<file path="src/rtl/switch_debounce_pkg.sv">
// switch_debounce_pkg
//   Shared constants for the switch debouncer: the default qualification
//   length and the FSM state encodings. Imported by switch_debounce.
package switch_debounce_pkg;

  // 10 ms at 100 MHz
  localparam int unsigned DEBOUNCE_CYCLES_DEFAULT = 1000000;

  // State bit 1 equals the debounced level held in that state.
  typedef enum logic [1:0] {
    IDLE_LO = 2'b00,
    WAIT_HI = 2'b01,
    IDLE_HI = 2'b11,
    WAIT_LO = 2'b10
  } db_state_e;

endpackage

</file>
<file path="src/rtl/switch_debounce_sync_ff.sv">
// sync_ff
//   Plain SYNC_STAGES-deep flop chain for bringing an asynchronous board
//   input into the clk domain. No logic between stages.
// Ports:
//   clk   - sampling clock (rising edge)
//   rst_n - asynchronous active-low reset, clears the whole chain to 0
//   d     - asynchronous input
//   q     - synchronised output (last stage)
module sync_ff #(
  parameter int unsigned SYNC_STAGES = 2
) (
  input  logic clk,
  input  logic rst_n,
  input  logic d,
  output logic q
);

  logic [SYNC_STAGES-1:0] chain;

  always_ff @(posedge clk or negedge rst_n) begin
    if (!rst_n) begin
      chain <= '0;
    end else begin
      chain <= {chain[SYNC_STAGES-2:0], d};
    end
  end

  assign q = chain[SYNC_STAGES-1];

endmodule

</file>
<file path="src/rtl/switch_debounce.sv">
// switch_debounce
//   Conditions a raw switch/pushbutton pin: synchronises it, rejects contact
//   bounce with a stability counter, and presents a clean registered level
//   plus single-cycle rise/fall pulses.
// Configuration macro:
//   SWITCH_DEBOUNCE_TOGGLE_EN - when defined, tgl_out is a registered level
//   that inverts after every rise_pulse; otherwise tgl_out is constant 0.
// Ports:
//   clk        - system clock, rising edge
//   rst_n      - asynchronous active-low reset
//   sw_in      - raw asynchronous bouncing switch level
//   sw_out     - debounced registered level
//   rise_pulse - one cycle high when sw_out goes 0->1
//   fall_pulse - one cycle high when sw_out goes 1->0
//   busy       - high while a candidate transition is being qualified
//   tgl_out    - toggle level (see macro above)
module switch_debounce
  import switch_debounce_pkg::*;
#(
  parameter int unsigned DEBOUNCE_CYCLES = DEBOUNCE_CYCLES_DEFAULT,
  parameter int unsigned SYNC_STAGES     = 2
) (
  input  logic clk,
  input  logic rst_n,
  input  logic sw_in,
  output logic sw_out,
  output logic rise_pulse,
  output logic fall_pulse,
  output logic busy,
  output logic tgl_out
);

  localparam int unsigned CNT_W = $clog2(DEBOUNCE_CYCLES);
  localparam logic [CNT_W-1:0] CNT_LAST = CNT_W'(DEBOUNCE_CYCLES - 1);

  logic             s;
  db_state_e        state;
  logic [CNT_W-1:0] cnt;

  sync_ff #(
    .SYNC_STAGES(SYNC_STAGES)
  ) u_sync (
    .clk  (clk),
    .rst_n(rst_n),
    .d    (sw_in),
    .q    (s)
  );

  // The sample that starts a candidate counts as the first of the run,
  // hence the load of 1 on entry to a WAIT state.
  always_ff @(posedge clk or negedge rst_n) begin
    if (!rst_n) begin
      state      <= IDLE_LO;
      cnt        <= '0;
      sw_out     <= 1'b0;
      rise_pulse <= 1'b0;
      fall_pulse <= 1'b0;
    end else begin
      rise_pulse <= 1'b0;
      fall_pulse <= 1'b0;
      unique case (state)
        IDLE_LO: begin
          if (s) begin
            state <= WAIT_HI;
            cnt   <= CNT_W'(1);
          end
        end
        WAIT_HI: begin
          if (!s) begin
            state <= IDLE_LO;
            cnt   <= '0;
          end else if (cnt == CNT_LAST) begin
            state      <= IDLE_HI;
            sw_out     <= 1'b1;
            rise_pulse <= 1'b1;
            cnt        <= '0;
          end else begin
            cnt <= cnt + CNT_W'(1);
          end
        end
        IDLE_HI: begin
          if (!s) begin
            state <= WAIT_LO;
            cnt   <= CNT_W'(1);
          end
        end
        WAIT_LO: begin
          if (s) begin
            state <= IDLE_HI;
            cnt   <= '0;
          end else if (cnt == CNT_LAST) begin
            state      <= IDLE_LO;
            sw_out     <= 1'b0;
            fall_pulse <= 1'b1;
            cnt        <= '0;
          end else begin
            cnt <= cnt + CNT_W'(1);
          end
        end
        default: begin
          state <= IDLE_LO;
          cnt   <= '0;
        end
      endcase
    end
  end

  assign busy = (state == WAIT_HI) || (state == WAIT_LO);

`ifdef SWITCH_DEBOUNCE_TOGGLE_EN
  logic tgl_q;

  always_ff @(posedge clk or negedge rst_n) begin
    if (!rst_n) begin
      tgl_q <= 1'b0;
    end else begin
      tgl_q <= tgl_q ^ rise_pulse;
    end
  end

  assign tgl_out = tgl_q;
`else
  assign tgl_out = 1'b0;
`endif

endmodule

</file>
<file path="config.mk">
export PLATFORM = sky130hd
export DESIGN_NAME = switch_debounce
export DESIGN_NICKNAME = d
export VERILOG_FILES = /design/src/rtl/switch_debounce_pkg.sv /design/src/rtl/switch_debounce_sync_ff.sv /design/src/rtl/switch_debounce.sv
export SDC_FILE = /design/constraint.sdc
export NUM_CORES = 1
export LEC_CHECK = 0
export BUFFER_PORTS_ARGS = -buffer_cell sky130_fd_sc_hd__buf_2
export CAP_MARGIN = 30
export CORE_ASPECT_RATIO = 0.9
export CORE_UTILIZATION = 34
export DETAILED_ROUTE_END_ITERATION = 8
export GPL_TIMING_DRIVEN = 0
export PLACE_DENSITY = 0.6
export SLEW_MARGIN = 5
export SYNTH_ARGS = -nofsm -noshare
export SYNTH_HDL_FRONTEND = slang
export SYNTH_SLANG_ARGS = --single-unit
</file>
<file path="constraint.sdc">
create_clock -name clk -period 2.9 [get_ports clk]
set_clock_uncertainty 0.2 [all_clocks]
set_input_delay 0.29 -clock clk [delete_from_list [all_inputs] [get_ports clk]]
set_output_delay 0.29 -clock clk [all_outputs]
set_load 0.01 [all_outputs]
</file>
Word level (Yosys, flattened, before mapping). Index checks and enable logic that the tools add are counted.

Word-level logic and storage cells: 48. Latch bits: 0. Memories: 0. Output and inout bits: 5. Bits in writable memories: 0. Input port bits: 3. Bits in registers: 27. Bits in read-only memories: 0.

Multipliers: 0. Divide/modulo/power cells: 0. Eq/ne operators: 12. Shifts and indexed selects: 0. Bitwise logic cells: 0. Reduce and logical (&&, ||, !) cells: 6. Magnitude comparators: 0. Multiplexer cells: 23. Add/subtract/negate cells: 1.

Operator list (number): $mux W20 (5); $pmux W20 S4 (1); $add A20 B1 Y20 const B (1); $eq A20 B20 Y1 const B (1); $mux W2 (6); $mux W1 (9); $ne A2 B2 Y1 const B (4); $pmux W2 S4 (1); $reduce_and A5 Y1 (1); $eq A2 B2 Y1 const B (2); $ne A2 B1 Y1 const B (2); $reduce_and A4 Y1 (1); $ne A3 B2 Y1 const B (1); $ne A3 B3 Y1 const B (1); $eq A2 B1 Y1 const B (1); $logic_not A2 Y1 (1); $pmux W1 S2 (1); $reduce_and A2 Y1 (1); $reduce_bool A2 Y1 (1); $logic_or A1 B1 Y1 (1).

Longest topological paths before layout.
Depth after elaboration: 4. Mapped depth: 9.

By module. From an unflattened synthesis, not the netlist that was laid out.

Cell total of the unflattened synthesis: 169. Area, all modules: 1544.0 um^2.

By module, submodules not included: switch_debounce (area each 1493.9 um^2, times used 1, cells each 167); sync_ff (area each 50.0 um^2, times used 1, cells each 2).

Least setup slack after synthesis. OpenSTA, ideal clock, no wires.

Path type: register to register. Start: reg cnt[7]. End: reg cnt[19]. Data arrival time: 1.876 ns. Cell stages (with the launch flop): 7. Period minus slack after synthesis: 2.202 ns. Path buffers: 1. Required time: 2.574 ns. Path slack: 0.698 ns. Cell sequence: dfrtp_1 -> or4b_4 -> nor4_4 -> a32oi_1 -> buf_6 -> and4_1 -> a221o_1.

Cells in the longest elaborated chain, start to end: 4. Elaborated cells on any way between the ends: 6. Classes of those cells: add/sub (1); eq/ne (1); mux (4).

Ends and longest elaborated chain: from (decl) (line switch_debounce.sv:38) `logic [CNT_W-1:0] cnt;`; from (signal assigned) (line switch_debounce.sv:78) `cnt <= cnt + CNT_W'(1);`; from (signal assigned) (line switch_debounce.sv:97) `cnt <= cnt + CNT_W'(1);`; $add A20 B1 Y20 / $eq A20 B20 Y1 (equally long branches); $mux W20 (*) (line switch_debounce.sv:72, switch_debounce.sv:91); $mux W20 (on tied branches) (line switch_debounce.sv:88, switch_debounce.sv:69); $pmux W20 S4 (*) (line switch_debounce.sv:61) `unique case (state)`.

Mark *: on every way between the ends. The rest lies on a longest branch, timed or not. A chain may end at the register's enable or synchronous reset.

Worst setup path after layout.
Start: reg state[0]. End: reg cnt[8].

Cells in the longest elaborated chain, start to end: 3. Elaborated cells on any way between the ends: 8. Classes of those cells: eq/ne (5); mux (1); reduce/logical (2).

Ends and longest elaborated chain: from (decl) (line switch_debounce.sv:37) `db_state_e state;`; from (signal assigned) (line switch_debounce.sv:53) `state <= IDLE_LO;`; from (signal assigned) (line switch_debounce.sv:64) `state <= WAIT_HI;`; from (signal assigned) (line switch_debounce.sv:70) `state <= IDLE_LO;`; $eq A2 B2 Y1 / $logic_not A2 Y1 (equally long branches) (line switch_debounce.sv:61); $ne A2 B2 Y1 (no line) / $ne A2 B1 Y1 (equally long branches); $reduce_and A2 Y1 (no line).

Several ways; a longest one is shown, not always the timed one.

==> flow_summary.json <==
{
  "outcome": "finished clean",
  "cp-end-kind": "register",
  "grt_max_degree": 28,
  "critical_path_required_ns": 2.86,
  "synth-edff-count": 0,
  "placed_cell_area_um2": 1697,
  "grt_pass1_wl_um": 6251,
  "tightestPinTransition_ns": 0.8134,
  "criticalPathCategory": "register to register",
  "numClockSinks": 27,
  "setup_viol": 0,
  "routed-via-count": 1359,
  "n_antenna_cell": 0,
  "use_met1": 0.2599,
  "first_global_vias": 1212,
  "timing.rr.end": "cnt[8]",
  "drcViolationCount": 0,
  "rsz0062_at_grt": "false",
  "worstSetupStartpoint": "state[0]",
  "max-vdd-ir-drop_uv": 414.9,
  "fin_nets": 194,
  "min_period_ns": 2.581,
  "syn_inst": 173,
  "portBuffers": 6,
  "cp_slowest_stage_delay_ns": 0.41,
  "ff2ff_path_depth": 8,
  "fin_util": 0.3961,
  "tns_ns": 0,
  "fmax_mhz": 387.4,
  "cts_buffers": 3,
  "setup_slack_ns": 0.3189,
  "hold_viol_final": 0,
  "path_depth": 8,
  "synth_nets": 181,
  "min_path_type": "register to register",
  "die_x_um": 74.06,
  "use_met3": 0.03631,
  "worstPathArrival_ns": 2.54,
  "antenna_found_initial": 0,
  "grt_overflow_total": 0,
  "r2r_setup_slack_ns": 0.32,
  "synth.cell_area_um2": 1589,
  "ys_types": 41,
  "synthTopCellsByArea": "dfrtp_1 43%, a31oi_1 5.9%, nand3_1 4.7%, nand2_1 4.3%, ha_1 3.9%",
  "crit_path_max_fanout": 10,
  "clk_pin_slew_ns": 0.09,
  "synth_top_area_share": 0.4252,
  "slew_violations": 0,
  "htree_levels": 1,
  "fillers": 449,
  "critPathSlowestCell": "dfrtp_1",
  "track_usage": 0.1709,
  "ys_seq_area_frac": 0.4252,
  "timing.rr.start": "state[0]",
  "crit_end": "cnt[8]",
  "via_per_inst": 5.502,
  "start_util": 0.3562,
  "met2_usage": 0.2386,
  "clockBufferDepth": 2,
  "clkLatencyLatePin_ns": 0.28,
  "async_flop_share": 1.000,
  "p_leak_nw": 0.7420,
  "ios": 8,
  "drt-total-wl_um": 3627,
  "pwr_density_cell_nw_per_um2": 712.8,
  "pre_cts_ws_ns": 0.1842,
  "core_area_um2": 4461,
  "area_delta_synth_final_pct": 11.18,
  "synth_seq_cells": 27,
  "antenna_left": 0,
  "syn_avg_cell_area_um2": 9.185,
  "crit_family": "compound AO/OA/AOI/OAI gates",
  "grt-busiest-layer": "met1",
  "period_share": 0.8900,
  "maxCapViolCount": 0,
  "cts-root-buf": "clkbuf_8",
  "drtIter0Drc": 82,
  "gp_congestion": 0.8284,
  "path_buf_inv": 2,
  "drtPass1Iterations": 4,
  "wl_per_cell_um": 14.68,
  "fp.dieH_um": 66.86,
  "yosysWarningCount": 0,
  "maxSlewHeadroom": 0.4535,
  "stdcell_area_um2": 1767,
  "rows": 23,
  "hp-start": "u_sync.chain[0]",
  "path_cells": "inv_1, ha_1, nor2b_1, a21oi_2, and2_1, buf_2, nand2_1, o311ai_0",
  "startpoint_type": "register",
  "synth_top_cell_by_area": "dfrtp_1",
  "drive_above_1_share": 0.1243,
  "place_hpwl_um": 2587,
  "die_area_um2": 4951,
  "cts_tree": "yes",
  "synthFlopType": "dfrtp_1"
}
-- flip-flops by register name, indices dropped and copies added (netlist names) --
| signal | flops |
|---|---|
| cnt | 20 |
| state | 2 |
| u_sync.chain | 2 |
| fall_pulse | 1 |
| rise_pulse | 1 |
| sw_out | 1 |
-- how the worst min path moves through the flow --
stage                           end  slack (ns)  depth (start not counted)
floorplan                    cnt[0]       -0.21                          0
global placement    u_sync.chain[1]        0.14                          0
detailed placement  u_sync.chain[1]        0.14                          0
CTS                 u_sync.chain[1]        0.17                          0
global route        u_sync.chain[1]        0.17                          0
finish              u_sync.chain[1]        0.16                          0
-- power by group --
| part | internal (mW) | switching, mW | leakage, nW | total (mW) |
|---|---|---|---|---|
| Combinational | 0.201 | 0.388 | 0.352 | 0.589 |
| Clock | 0.0964 | 0.118 | 0.0255 | 0.215 |
| Sequential | 0.411 | 0.0447 | 0.365 | 0.456 |
-- worst register-to-register path, delay by kind of cell, from the launching register on --
family | cells | cell delay, ns
AND/OR/NAND/NOR | 3 | 0.58
buffers and inverters | 2 | 0.32
adder cells (fa/ha/maj) | 1 | 0.25
flip-flops | 1 | 0.41
AO/OA/AOI/OAI | 2 | 0.70
-- Yosys cell counts, types with 4 or more instances --
master	number
a31oi_1	15
dfrtp_1	27
nor2_1	7
ha_1	5
and3_1	5
o21ai_0	8
nand4_1	8
nand3_1	15
buf_2	4
nand3b_1	4
nand2_1	18
inv_1	7
-- cells in the final DEF (no fill, tap or decap), types with 2 or more instances in the layout --
master,count
and2_1,3
a31o_2,2
nand2b_1,2
and4_1,3
inv_1,7
clkbuf_1,3
a221o_1,2
nor2b_1,2
and3_1,5
nand4_1,8
o21ai_0,8
nor2_1,7
a31oi_1,15
xor2_1,3
nand3_1,15
clkbuf_8,3
buf_4,2
buf_2,10
ha_1,5
dfrtp_1,27
a22o_1,2
or4_1,3
mux2i_1,3
nand2_1,18
dlygate4sd3_1,2
nand3b_1,4
nor4_1,3
-- layer usage --
metal,vias to the layer above,share of wire
met2,30,0.44
met3,4,0.049
met1,654,0.50
li1,671,-
met4,0,0.0088
met5,-,0
-- cell families after synthesis --
group                      synth area share
DFF                                  0.4252
buffers and inverters               0.05512
and+or+nand+nor                      0.2756
other                              0.002360
AOI/OAI and AO/OA                    0.1614
adders and majority gates           0.03937
muxes                               0.01890
xor gates and xnor gates            0.02205
-- layout make-up --
| type | instances | area [um2] | share of cell area |
|---|---|---|---|
| plain buffers | 11 | 61.31 | 0.03470 |
| inverters | 7 | 26.28 | 0.01487 |
| well taps | 62 | 77.57 | 0.04391 |
| repair buffers | 8 | 50.05 | 0.02833 |
| clock buffers | 3 | 41.29 | 0.02337 |
| flip-flops and latches | 27 | 675.6 | 0.3824 |
| multi-input cells | 128 | 829.5 | 0.4695 |
| clock inverters | 1 | 5.005 | 0.002833 |
-- stage by stage --
step                total power, mW  std cells  hold WS (ns)
floorplan                    0.8728        173       -0.2056
global placement              1.040        241        0.1385
detailed placement            1.053        241        0.1444
CTS                           1.273        247        0.1660
global route                  1.370        247        0.1739
finish                        1.259        247        0.1608
-- timing repair --
action | CTS | global route
hold buffers | 2 | 0
buffers inserted | 0 | 0
hold endpoints to repair | 28 | 0
gates resized for setup | 0 | 1
setup endpoints to repair | 0 | 3
No activity file was read; power rests on OpenSTA's default activity.
